===== src/rtl/uart_tx_fifo_if.sv =====
// Ready/valid word interface feeding the UART transmit FIFO.
interface uart_tx_fifo_if #(
    parameter int DBIT = 8
);
    logic [DBIT-1:0] data_in;
    logic            in_valid;
    logic            in_ready;

    modport master (output data_in, output in_valid, input in_ready);
    modport slave  (input data_in, input in_valid, output in_ready);
endinterface


===== src/rtl/uart_tx_fifo.sv =====
// UART transmitter with a small transmit FIFO; frames are sent
// back-to-back while words are queued.
module uart_tx_fifo #(
    parameter int DBIT       = 8,
    parameter int OVERSAMPLE = 16,
    parameter int SB_TICK    = 16,
    parameter int PARITY_EN  = 0,
    parameter int PARITY_ODD = 0,
    parameter int FIFO_DEPTH = 4
) (
    input  logic                        clk,
    input  logic                        reset,
    input  logic                        s_tick,
    uart_tx_fifo_if.slave               in_if,
    output logic                        data_out,
    output logic                        tx_busy,
    output logic                        tx_done_tick,
    output logic [$clog2(FIFO_DEPTH):0] fifo_count
);
    localparam int AW   = $clog2(FIFO_DEPTH);
    localparam int CW   = AW + 1;
    localparam int TMAX = (OVERSAMPLE > SB_TICK) ? OVERSAMPLE : SB_TICK;
    localparam int TW   = (TMAX > 1) ? $clog2(TMAX) : 1;
    localparam int BW   = $clog2(DBIT);

    localparam logic [TW-1:0] OS_LAST  = TW'(OVERSAMPLE - 1);
    localparam logic [TW-1:0] SB_LAST  = TW'(SB_TICK - 1);
    localparam logic [BW-1:0] BIT_LAST = BW'(DBIT - 1);
    localparam logic [CW-1:0] FULL     = CW'(FIFO_DEPTH);
    localparam logic          PODD     = (PARITY_ODD != 0);

    typedef enum logic [2:0] {IDLE, START, DATA, PARITY, STOP} state_t;

    logic [DBIT-1:0] mem [FIFO_DEPTH];
    logic [AW-1:0]   wr_ptr, rd_ptr;
    logic [CW-1:0]   count;
    logic            push, pop, empty;
    logic [DBIT-1:0] head;

    state_t          state_q, state_d;
    logic [TW-1:0]   tick_q, tick_d;
    logic [BW-1:0]   bit_q, bit_d;
    logic [DBIT-1:0] sh_q, sh_d;
    logic            par_q, par_d;
    logic            line_d, load, done;

    assign in_if.in_ready = (count != FULL);
    assign push       = in_if.in_valid & in_if.in_ready;
    assign empty      = (count == '0);
    assign head       = mem[rd_ptr];
    assign fifo_count = count;

    always_ff @(posedge clk) begin
        if (push) mem[wr_ptr] <= in_if.data_in;
    end

    always_ff @(posedge clk) begin
        if (reset) begin
            wr_ptr <= '0;
            rd_ptr <= '0;
            count  <= '0;
        end else begin
            if (push) wr_ptr <= wr_ptr + 1'b1;
            if (pop)  rd_ptr <= rd_ptr + 1'b1;
            case ({push, pop})
                2'b10:   count <= count + 1'b1;
                2'b01:   count <= count - 1'b1;
                default: count <= count;
            endcase
        end
    end

    always_ff @(posedge clk) begin
        if (reset) begin
            state_q  <= IDLE;
            tick_q   <= '0;
            bit_q    <= '0;
            sh_q     <= '0;
            par_q    <= 1'b0;
            data_out <= 1'b1;
        end else begin
            state_q  <= state_d;
            tick_q   <= tick_d;
            bit_q    <= bit_d;
            sh_q     <= sh_d;
            par_q    <= par_d;
            data_out <= line_d;
        end
    end

    always_comb begin
        state_d = state_q;
        tick_d  = tick_q;
        bit_d   = bit_q;
        sh_d    = sh_q;
        par_d   = par_q;
        line_d  = 1'b1;
        load    = 1'b0;
        done    = 1'b0;
        pop     = 1'b0;
        unique case (state_q)
            IDLE: load = !empty;
            START: begin
                line_d = 1'b0;
                if (s_tick) begin
                    if (tick_q == OS_LAST) begin
                        tick_d  = '0;
                        bit_d   = '0;
                        state_d = DATA;
                    end else tick_d = tick_q + 1'b1;
                end
            end
            DATA: begin
                line_d = sh_q[0];
                if (s_tick) begin
                    if (tick_q == OS_LAST) begin
                        tick_d = '0;
                        sh_d   = sh_q >> 1;
                        if (bit_q == BIT_LAST) begin
                            bit_d   = '0;
                            state_d = (PARITY_EN != 0) ? PARITY : STOP;
                        end else bit_d = bit_q + 1'b1;
                    end else tick_d = tick_q + 1'b1;
                end
            end
            PARITY: begin
                line_d = par_q;
                if (s_tick) begin
                    if (tick_q == OS_LAST) begin
                        tick_d  = '0;
                        state_d = STOP;
                    end else tick_d = tick_q + 1'b1;
                end
            end
            STOP: begin
                if (s_tick) begin
                    if (tick_q == SB_LAST) begin
                        done    = 1'b1;
                        tick_d  = '0;
                        state_d = IDLE;
                        load    = !empty;
                    end else tick_d = tick_q + 1'b1;
                end
            end
            default: state_d = IDLE;
        endcase
        // Parity is fixed at pop time so the shifting data cannot disturb it.
        if (load) begin
            pop     = 1'b1;
            sh_d    = head;
            par_d   = (^head) ^ PODD;
            tick_d  = '0;
            bit_d   = '0;
            state_d = START;
        end
    end

    assign tx_busy      = (state_q != IDLE);
    assign tx_done_tick = done & ~reset;
endmodule

===== src/flat_wrapper.sv =====
// flat-port wrapper written by rule: the top's interface ports become plain ports
module uart_tx_fifo_flat 
#(
    parameter int DBIT       = 8,
    parameter int OVERSAMPLE = 16,
    parameter int SB_TICK    = 16,
    parameter int PARITY_EN  = 0,
    parameter int PARITY_ODD = 0,
    parameter int FIFO_DEPTH = 4
)
  (clk, reset, s_tick, data_out, tx_busy, tx_done_tick, fifo_count, in_if_data_in, in_if_in_valid, in_if_in_ready);
  uart_tx_fifo_if #(.DBIT(DBIT)) in_if_i ();
  input  logic clk;
  input  logic reset;
  input  logic s_tick;
  output logic data_out;
  output logic tx_busy;
  output logic tx_done_tick;
  output logic [$clog2(FIFO_DEPTH):0] fifo_count;
  input wire logic [$bits(in_if_i.data_in)-1:0] in_if_data_in;
  input wire logic [$bits(in_if_i.in_valid)-1:0] in_if_in_valid;
  output wire logic [$bits(in_if_i.in_ready)-1:0] in_if_in_ready;
  assign in_if_i.data_in = in_if_data_in;
  assign in_if_i.in_valid = in_if_in_valid;
  assign in_if_in_ready = in_if_i.in_ready;
  uart_tx_fifo #(.DBIT(DBIT), .OVERSAMPLE(OVERSAMPLE), .SB_TICK(SB_TICK), .PARITY_EN(PARITY_EN), .PARITY_ODD(PARITY_ODD), .FIFO_DEPTH(FIFO_DEPTH)) u_core (.clk(clk), .reset(reset), .s_tick(s_tick), .in_if(in_if_i), .data_out(data_out), .tx_busy(tx_busy), .tx_done_tick(tx_done_tick), .fifo_count(fifo_count));
endmodule

===== config.mk =====
export PLATFORM = sky130hd
export DESIGN_NAME = uart_tx_fifo_flat
export DESIGN_NICKNAME = d
export VERILOG_FILES = /design/src/rtl/uart_tx_fifo_if.sv /design/src/rtl/uart_tx_fifo.sv /design/src/flat_wrapper.sv
export SDC_FILE = /design/constraint.sdc
export NUM_CORES = 1
export LEC_CHECK = 0
export CORE_MARGIN = 2
export CORE_UTILIZATION = 60
export CTS_BUF_LIST = sky130_fd_sc_hd__clkbuf_8
export DETAILED_ROUTE_END_ITERATION = 8
export GPL_TIMING_DRIVEN = 0
export PLACE_DENSITY = 0.87
export SLEW_MARGIN = 40
export SYNTH_ARGS = -nofsm -noshare
export SYNTH_HDL_FRONTEND = slang
export SYNTH_SLANG_ARGS = --single-unit
export TNS_END_PERCENT = 10

===== constraint.sdc =====
create_clock -name clk -period 3.3 [get_ports clk]
set_clock_uncertainty 0.15 [all_clocks]
set_input_delay 0.825 -clock clk [delete_from_list [all_inputs] [get_ports clk]]
set_output_delay 0.825 -clock clk [all_outputs]
set_load 0.01 [all_outputs]

==> summary.md <==
| Metric | Value |
|---|---|
| Vias in the first global route | 1585 |
| Worst vdd ir | 0.522 mV |
| Critical Path Source | s_tick |
| CTS tree | yes |
| Most common flop cell mapped by yosys | edfxtp_1 |
| Global routing's busiest layer | met2 |
| Reg2Reg Setup Slack | 470 ps |
| Synth top area share | 36.3% |
| Syn avg cell area | 12.8 sq um |
| Gr ovfl total | 0 |
| Int Pwr | 0.00177 W |
| Number of flops mapped to enable cells by yosys | 32 |
| Clk sink count | 61 |
| Largest area contributor in the netlist | edfxtp_1 |
| Total GRT Usage | 20.5% |
| Clock-pin slew of the registers on the worst-case setup and hold paths | 60 ps |
| Final WS setup | 172 ps |
| Measured slew at the worst slew-check pin | 468 ps |
| Synth Warn # | 0 |
| First-pass GRT wire length | 7.50 mm |
| Max Buffers Root-to-Sink | 2 |
| Fmax | 320 MHz |
| WL per Instance | 15.4 microns |
| Routability cong. | 0.814 |
| Drt total wl | 4.53 mm |
| 1st-iter DRT viols | 59 |
| Leak pwr | 1.13 nW |
| Slew HR | 68.8% |
| Max-slew violations | 0 |
| Initial Util | 61.7% |
| Worst Setup Start Kind | input port |
| GRT met2 Usage | 34.9% |
| Max FO, Critical Path | 6 |
| Pwr dens | 822 nW/um^2 |
| Port Buffers | 18 |
| Die height | 70.4 microns |
| NumNets Final | 258 |
| CP max-delay cell | clkdlybuf4s50_1 |
| Sw power | 0.000789 W |
| Setup slack at placement | -636 ps |
| CTS root buffer | clkbuf_8 |
| Largest net degree at the start of global routing | 12 |
| Antenna cells | 0 |
| RSZ-0062 raised after global routing | no |
| Worst endpoint required time | 2320 ps |
| CP cell instances | dlygate4sd2_1, and4_1, and4b_1, clkdlybuf4s50_1 |
| Vias | 1596 |
| CP Data Arrival Time | 2150 ps |
| Tmin final | 3130 ps |
| Sequential share of power | 38.9% |
| Sequential share of the synthesized area | 58.2% |
| Layout cells sized above 1 | 14.5% |
| Rows | 24 |
| H-tree levels | 3 |
| Slowest Stage Delay on Critical Path | 530 ps |
| Combinational share of power | 33.4% |
| Net Sw Frac | 30.9% |
| Fill cells | 278 |
| Most frequent cells after synthesis | 32 x edfxtp_1, 29 x dfxtp_1, 23 x nor2_1, 16 x nand2_1, 12 x a21oi_1 |
| Routed Antenna Nets | 0 |
| FF-to-FF Start | u_core.tick_q[0] |
| Period utilization | 94.8% |
| DRC errors left | 0 |
| Cell variety after synth | 40 |
| WS Path Type | input port to output pin |
| Synth top area cells | edfxtp_1 36%, dfxtp_1 22%, mux4_1 4.0%, ha_1 3.8%, xnor2_1 3.6% |
| DIE WIDTH | 70.4 microns |
| Antenna violations before repair | 0 |
| Die ar. | 4960 sq um |
| Most frequent cell after synthesis | edfxtp_1 |
| CTS Buf Count | 9 |
| Max-Cap Viols | 0 |
| Post-Synthesis Cells | 207 |
| Mapped Area | 2650 sq um |
| Final setup fails | 0 |
| M3 GR Usage | 4.91% |
| #FFs+latches synth | 61 |
| Post-Syn Nets | 228 |
| Outcome | completed |
| Vias/cell | 5.43 |
| Met1 GRT Util | 23.6% |
| CORE AREA | 4290 sq um |
| Area grow syn2layout | 17.6% |
| Crit path capture type | output pin |
| Clock share of power | 27.7% |
| Reg-to-reg endpoint | u_core.fifo_count[2] |
| Hold_buf cts | 0 |
| Boundary Pins | 19 |
| Final hold violation count | 0 |
| Hold crit path type | flop to flop |
| Reg2Reg Depth | 10 |
| Power Total | 0.00256 W |
| Drt first pass iters | 4 |
| Worst-Skew Late Latency | 340 ps |
| DPL Wire Length | 3.06 mm |
| Worst Setup EP | tx_done_tick |
| Asr flop ratio synth | 0% |
[stage by stage]
step / std cells / hold slack, ps / utilization (%) / cell area (sq um) / TNS (ps)
2_1_floorplan: 207 / 284 / - / 2650 / 0
4_1_cts: 294 / 315 / 72.5 / 3110 / 0
3_3_place_gp: 277 / 295 / 67.4 / 2890 / -1050
5_1_grt: 294 / 349 / 72.5 / 3110 / 0
6_report: 294 / 312 / 72.5 / 3110 / 0
3_5_place_dp: 277 / 306 / 67.4 / 2890 / -1120
[cells in the final DEF, fill, tap and decap left out, types with 2 or more instances in the layout]
master / instances
bufinv_16: 2
edfxtp_1: 32
mux2_2: 2
o21ai_0: 2
or3_1: 4
nand2_1: 16
a22oi_1: 8
clkdlybuf4s50_1: 17
xnor2_1: 11
xor2_1: 4
nor2_1: 23
mux4_1: 4
nand2b_1: 2
nand3_1: 3
dfxtp_1: 29
buf_4: 2
mux4_2: 4
nor3_1: 3
clkbuf_1: 2
a31oi_1: 2
inv_1: 7
buf_6: 2
buf_2: 4
and3_1: 4
mux2i_1: 3
clkinv_2: 2
clkbuf_8: 9
a21oi_1: 12
ha_1: 8
[metal layers]
metal	part of all wire (%)	wire (microns)
met4	1.6	71
met1	44	1970
met3	3.5	158
met5	0	0
met2	51	2320
[state kept, by name, summed over array words and instances (netlist names), named ones only]
name,flops
u_core.mem,32
u_core.sh_q,8
u_core.tick_q,4
u_core.bit_q,3
u_core.fifo_count,3
u_core.state_q,3
u_core.rd_ptr,2
u_core.wr_ptr,2
u_core.data_out,1
u_core.par_q,1
[worst min-delay path by stage]
stage                     slack [ps]              end             from  depth (start not counted)
after floorplan                  280  u_core.bit_q[1]  u_core.bit_q[1]                          2
after global placement           290   u_core.sh_q[0]   u_core.sh_q[0]                          2
after detailed placement         310  u_core.bit_q[1]  u_core.bit_q[1]                          2
after CTS                        320  u_core.bit_q[1]  u_core.bit_q[1]                          2
after global routing             350   u_core.sh_q[4]   u_core.sh_q[4]                          2
final                            310  u_core.bit_q[1]  u_core.bit_q[1]                          2
[repair_timing]
action,4_1_cts,5_1_grt
endpoints found under the setup margin,3,0
setup buffers,1,0
resized for setup,1,0
[power by group through the flow]
stage | clock (W) | combinational [W] | sequential, W
floorplan | 0 | 0.000652 | 0.000997
global placement | 0 | 0.000815 | 0.00100
global route | 0.000749 | 0.000947 | 0.00101
finish | 0.000709 | 0.000854 | 0.000995
CTS | 0.000722 | 0.000861 | 0.000994
detailed placement | 0 | 0.000840 | 0.00101
[cells by family (layout without fill, tap and decap cells)]
kind of cell / Yosys count / count (layout) / share of synthesized area [%]
simple gates: 64 / 64 / 12.1
flops: 61 / 61 / 58.2
compound gates: 28 / 28 / 7.51
buf+inv: 17 / 52 / 3.36
xor+xnor: 15 / 15 / 4.96
mux: 13 / 13 / 9.36
fa+ha+maj: 9 / 9 / 4.54
[final cells by class]
cell class / instances / area (sq um) / share of cell area, %
buffer: 10 / 62.6 / 2.01
clock buffer: 9 / 124 / 3.98
clock inverter: 7 / 90.1 / 2.89
inverter: 7 / 26.3 / 0.844
multi-input combinational: 129 / 1020 / 32.7
sequential: 61 / 1540 / 49.5
tap: 52 / 65.1 / 2.09
timing repair buffer: 19 / 186 / 5.99
[critical path: cells and delay by family]
| family | cells | cell delay [ps] |
|---|---|---|
| AND/OR/NAND/NOR | 2 | 470 |
| buffers and inverters | 2 | 860 |
Power figures use the tool's default switching activity.
